**src/rtl/vga_scanout.sv**
```systemverilog
// VGA raster timing generator and frame-buffer reader (one buffer pixel per 2^SCALE_SHIFT square).
// Optional feature: define VGA_TEST_PATTERN_EN to add test_mode and a built-in colour pattern.
module vga_scanout #(
    parameter int unsigned CLK_DIV     = 2,
    parameter int unsigned H_ACTIVE    = 640,
    parameter int unsigned H_FP        = 16,
    parameter int unsigned H_SYNC      = 96,
    parameter int unsigned H_BP        = 48,
    parameter int unsigned V_ACTIVE    = 480,
    parameter int unsigned V_FP        = 10,
    parameter int unsigned V_SYNC      = 2,
    parameter int unsigned V_BP        = 33,
    parameter int unsigned SCALE_SHIFT = 2
) (
    input  logic       clk,
    input  logic       rst,
`ifdef VGA_TEST_PATTERN_EN
    input  logic       test_mode,
`endif
    output logic [7:0] rd_x_addr,
    output logic [6:0] rd_y_addr,
    output logic       rd_en,
    input  logic [2:0] rd_data,
    output logic       vga_hs,
    output logic       vga_vs,
    output logic [7:0] vga_r,
    output logic [7:0] vga_g,
    output logic [7:0] vga_b,
    output logic       vga_blank_n,
    output logic       frame_start,
    output logic       vblank
);
    localparam int unsigned H_TOTAL = H_ACTIVE + H_FP + H_SYNC + H_BP;
    localparam int unsigned V_TOTAL = V_ACTIVE + V_FP + V_SYNC + V_BP;
    localparam int unsigned HW      = $clog2(H_TOTAL);
    localparam int unsigned VW      = $clog2(V_TOTAL);
    localparam int unsigned DW      = (CLK_DIV > 1) ? $clog2(CLK_DIV) : 1;

    localparam logic [DW-1:0] DIV_LAST = DW'(CLK_DIV - 1);
    localparam logic [HW-1:0] H_LAST   = HW'(H_TOTAL - 1);
    localparam logic [VW-1:0] V_LAST   = VW'(V_TOTAL - 1);
    localparam logic [HW-1:0] H_ACT    = HW'(H_ACTIVE);
    localparam logic [VW-1:0] V_ACT    = VW'(V_ACTIVE);
    localparam logic [HW-1:0] HS_BEG   = HW'(H_ACTIVE + H_FP);
    localparam logic [HW-1:0] HS_END   = HW'(H_ACTIVE + H_FP + H_SYNC - 1);
    localparam logic [VW-1:0] VS_BEG   = VW'(V_ACTIVE + V_FP);
    localparam logic [VW-1:0] VS_END   = VW'(V_ACTIVE + V_FP + V_SYNC - 1);

    logic [DW-1:0] div;
    logic [HW-1:0] h_cnt;
    logic [VW-1:0] v_cnt;
    logic [HW-1:0] p_h;
    logic [VW-1:0] p_v;
    logic          p_act;
    logic          p_vld;
    logic          tick_c;
    logic          active_c;
    logic          fetch_c;
    logic [2:0]    pix_c;

    assign tick_c   = (div == '0);
    assign active_c = (h_cnt < H_ACT) && (v_cnt < V_ACT);

`ifdef VGA_TEST_PATTERN_EN
    assign fetch_c = active_c && !test_mode;
    assign pix_c   = test_mode ? (3'(p_h >> 7) ^ 3'(p_v >> 6)) : rd_data;
`else
    assign fetch_c = active_c;
    assign pix_c   = rd_data;
`endif

    // Pixel-tick divider.
    always_ff @(posedge clk) begin
        if (rst || div == DIV_LAST) div <= '0;
        else                        div <= div + DW'(1);
    end

    // Free-running raster position of the pixel being fetched.
    always_ff @(posedge clk) begin
        if (rst) begin
            h_cnt <= '0;
            v_cnt <= '0;
        end else if (tick_c) begin
            if (h_cnt == H_LAST) begin
                h_cnt <= '0;
                v_cnt <= (v_cnt == V_LAST) ? '0 : v_cnt + VW'(1);
            end else begin
                h_cnt <= h_cnt + HW'(1);
            end
        end
    end

    // Fetch stage: issue the buffer read and carry the position to the output stage.
    always_ff @(posedge clk) begin
        if (rst) begin
            rd_en     <= 1'b0;
            rd_x_addr <= '0;
            rd_y_addr <= '0;
            p_h       <= '0;
            p_v       <= '0;
            p_act     <= 1'b0;
            p_vld     <= 1'b0;
        end else begin
            rd_en <= tick_c && fetch_c;
            if (tick_c) begin
                if (active_c) begin
                    rd_x_addr <= 8'(h_cnt >> SCALE_SHIFT);
                    rd_y_addr <= 7'(v_cnt >> SCALE_SHIFT);
                end
                p_h   <= h_cnt;
                p_v   <= v_cnt;
                p_act <= active_c;
                p_vld <= 1'b1;
            end
        end
    end

    // Output stage: p_vld keeps reset values until a real fetch has been made.
    always_ff @(posedge clk) begin
        if (rst) begin
            vga_hs      <= 1'b1;
            vga_vs      <= 1'b1;
            vga_r       <= 8'h00;
            vga_g       <= 8'h00;
            vga_b       <= 8'h00;
            vga_blank_n <= 1'b0;
            frame_start <= 1'b0;
            vblank      <= 1'b0;
        end else begin
            frame_start <= 1'b0;
            if (tick_c && p_vld) begin
                vga_hs      <= !((p_h >= HS_BEG) && (p_h <= HS_END));
                vga_vs      <= !((p_v >= VS_BEG) && (p_v <= VS_END));
                vga_blank_n <= p_act;
                vga_r       <= p_act ? {8{pix_c[2]}} : 8'h00;
                vga_g       <= p_act ? {8{pix_c[1]}} : 8'h00;
                vga_b       <= p_act ? {8{pix_c[0]}} : 8'h00;
                frame_start <= (p_h == '0) && (p_v == '0);
                vblank      <= (p_v >= V_ACT);
            end
        end
    end
endmodule

```
**config.mk**
```make
export PLATFORM = sky130hd
export DESIGN_NAME = vga_scanout
export DESIGN_NICKNAME = d
export VERILOG_FILES = /design/src/rtl/vga_scanout.sv
export SDC_FILE = /design/constraint.sdc
export NUM_CORES = 1
export LEC_CHECK = 0
export CAP_MARGIN = 25
export CORE_UTILIZATION = 54
export CTS_BUF_LIST = sky130_fd_sc_hd__clkbuf_8
export DETAILED_ROUTE_END_ITERATION = 6
export PLACE_DENSITY = 0.92
export SLEW_MARGIN = 15
export SYNTH_ARGS = -nofsm -noshare
export SYNTH_HDL_FRONTEND = slang
export SYNTH_SLANG_ARGS = --single-unit
```
**constraint.sdc**
```tcl
create_clock -name clk -period 2.1 [get_ports clk]
set_input_delay 0.525 -clock clk [delete_from_list [all_inputs] [get_ports clk]]
set_output_delay 0.525 -clock clk [all_outputs]
set_load 0.1 [all_outputs]
```
==> results.yml <==
status:
  status: "finished clean"
critical_path:
  worst-path-buf-inv: 0
  crit_path_max_incr_delay_ps: 610
  r2r_slack_ps: 90
  cp-startpoint: "h_cnt[1]"
  path_delay_family: "simple AND/OR/NAND/NOR gates"
  critPathKind: "register to register"
  worstSetupEndpointType: "register"
  r2r_start: "h_cnt[1]"
  r2r_cells: 5
  worstPathCellList: "ha_1 -> nand4_1 -> or4_4 -> or3_1 -> a21oi_1"
  cp-start-kind: "register"
  r2r-end: "v_cnt[6]"
  required_ps: 2370
  cp_slowest_cell: "or4_4"
  cp.arrival_ps: 2290
  critPathMaxFanout: 5
clocking:
  cts_buffer_depth: 2
  clock_latency_ps: 350
  numCtsBuffers: 9
  cts_hold_buf: 0
  cts_tree: "built"
  root_buffer: "clkbuf_8"
  clkTransAtPathRegs_ps: 70
  post_cts_resized: 0
  cts_sinks: 67
  cts_setup_buffers: 0
  h-tree-depth: 3
final_layout:
  seqCellArea_sq_um: 1341
  instances_no_fill: 431
  multi_input_area_sq_um: 1274
  fill_cells: 344
  nets: 366
  diodes: 0
  utilization: 0.7276
  final_cell_mix: "dfxtp_1, nor2_1, buf_4"
  area_delta_synth_final_pct: 29.75
  layout-drive-gt1-share: 0.2299
  final_common_cell: "dfxtp_1"
detailed_routing:
  drt-initial-drc-count: 175
  drc: 0
  antenna_left: 0
  viasPerCell: 5.499
  wl_per_cell_um: 15.23
  drt_first_pass_iters: 4
  wirelength_um: 6566
  route.vias.total: 2370
pwr:
  pwr-share-comb: 0.154
  peakVddDrop_uv: 467.4
  leakage_nw: 1.480
  power.density_nw_per_um2: 714.3
  internal_power_w: 0.001896
  pwr-share-clk: 0.350
  power.share.sequential: 0.496
  power_switching_w: 0.0007584
  switching_share: 0.2857
floorplan:
  ios: 50
  dieHeight_um: 74.83
  die_w_um: 74.83
  start_util: 0.5608
  die-area_sq_um: 5599
  core_sq_um: 5107
  rows: 26
placed_design:
  dp.cells: 417
  pre_cts_slack_ps: 75.54
  place_congestion: 0.8459
  hpwl_um: 4756
  io_buffers: 49
worst_hold_path:
  min_to: "p_vld"
  holdPathStages: 2
  min-delay-path-class: "register to register"
  min_from: "p_vld"
synthesis:
  synth.distinct_cells: 39
  synth-main-ff-cell: "dfxtp_1"
  yosysTopAreaCellShare: 0.4683
  ys_seq_area_frac: 0.4683
  synthArstFlopShare: 0
  synth.area.top_cells: "dfxtp_1, mux2i_1, nor2_1"
  syn_nets: 324
  yosysTopAreaCell: "dfxtp_1"
  syn_avg_cell_area_sq_um: 9.063
  synth-edff-count: 0
  ys_warn_count: 0
  synth_cells: 316
  ys_ff_latch: 67
  synthesis.area_sq_um: 2864
sta:
  setup_ws_ps: 86.96
  period_share: 0.9586
  tightest_slew_ps: 445.8
  finalHoldViolations: 0
  drv_slew: 0
  tns_ps: 0
  grt_setup_unrepaired: "no"
  fin_skew_ps: 7.409
  setup_viol: 0
  relSlewSlack: 0.6989
  max_freq_mhz: 496.8
  min_period_ps: 2013
flow_run:
  max_cap_viol_count: 0
grt:
  antenna_found_initial: 0
  grt_pass1_vias: 2384
  grt_pass1_wl_um: 10870
  grt-ovfl-total: 0
  grt_use_total: 0.2654
  grt_max_degree: 34
[area by class of cell]
class | instances | share of cell area
inverters | 9 | 0.009091
well taps | 70 | 0.02357
flip-flops and latches | 67 | 0.3609
repair buffers | 67 | 0.2189
clock buffers | 11 | 0.04074
clock inverters | 3 | 0.004040
multi-input cells | 204 | 0.3428
[tightest hold or removal path: cells and delay by family, from the launching register on]
family | cells | cell delay [ps]
DFF | 1 | 320
AOI/OAI and AO/OA | 1 | 50
buffers and inverters | 1 | 50
[per-layer routing]
metal  vias to the layer above  GRT usage  wire, um
met3                        23    0.09639       417
met5                         -          0         0
met4                         0     0.1300       169
met1                      1090     0.2956      2777
li1                       1162          -         -
met2                        95     0.4494      3200
[state kept, by name (all words and copies together) (netlist names), 7 cells and up]
| name | count |
|---|---|
| v_cnt | 10 |
| p_h | 10 |
| h_cnt | 10 |
| p_v | 10 |
| rd_x_addr | 8 |
| rd_y_addr | 7 |
[worst max path at each step]
stage / slack [ps] / to / cells after the start
5_1_grt: 6 / v_cnt[6] / 5
6_report: 90 / v_cnt[6] / 5
2_1_floorplan: 90 / vga_b[1] / 1
4_1_cts: 60 / v_cnt[0] / 6
3_3_place_gp: 230 / v_cnt[3] / 6
3_5_place_dp: 80 / v_cnt[0] / 6
[cells by family (layout without fill, tap and decap cells)]
kind of cell / Yosys count / count (layout) / synth area share
simple gates: 129 / 129 / 0.2233
flops: 67 / 67 / 0.4683
buf+inv: 45 / 90 / 0.08781
mux: 32 / 32 / 0.1118
compound gates: 28 / 28 / 0.05898
xor+xnor: 12 / 12 / 0.03670
fa+ha+maj: 3 / 3 / 0.01311
[Yosys cell counts (6+ instances only)]
master,count
dfxtp_1,67
nor2_1,57
mux2i_1,32
buf_4,21
nand3_1,16
nand2_1,13
nor3_1,12
a21oi_1,11
inv_1,9
clkbuf_1,8
xnor2_1,8
nor4_1,7
nand4_1,6
[per-stage QoR]
step	instance area [sq um]	power (W)	hold slack, ps
after floorplan	2864	0.001644	434.5
after global placement	3547	0.001743	438.3
after detailed placement	3547	0.001753	454.1
after CTS	3714	0.002669	463.6
after global routing	3716	0.002749	487.2
final	3716	0.002654	463.1
[power groups by stage]
stage                     combinational, W  sequential, W  clock, W
after floorplan                   0.000211        0.00143         0
after global placement            0.000400        0.00134         0
after detailed placement          0.000407        0.00135         0
after CTS                         0.000408        0.00132  0.000944
after global routing              0.000426        0.00132   0.00100
final                             0.000408        0.00132  0.000929
Note: power is estimated with default switching activity, not from simulation.
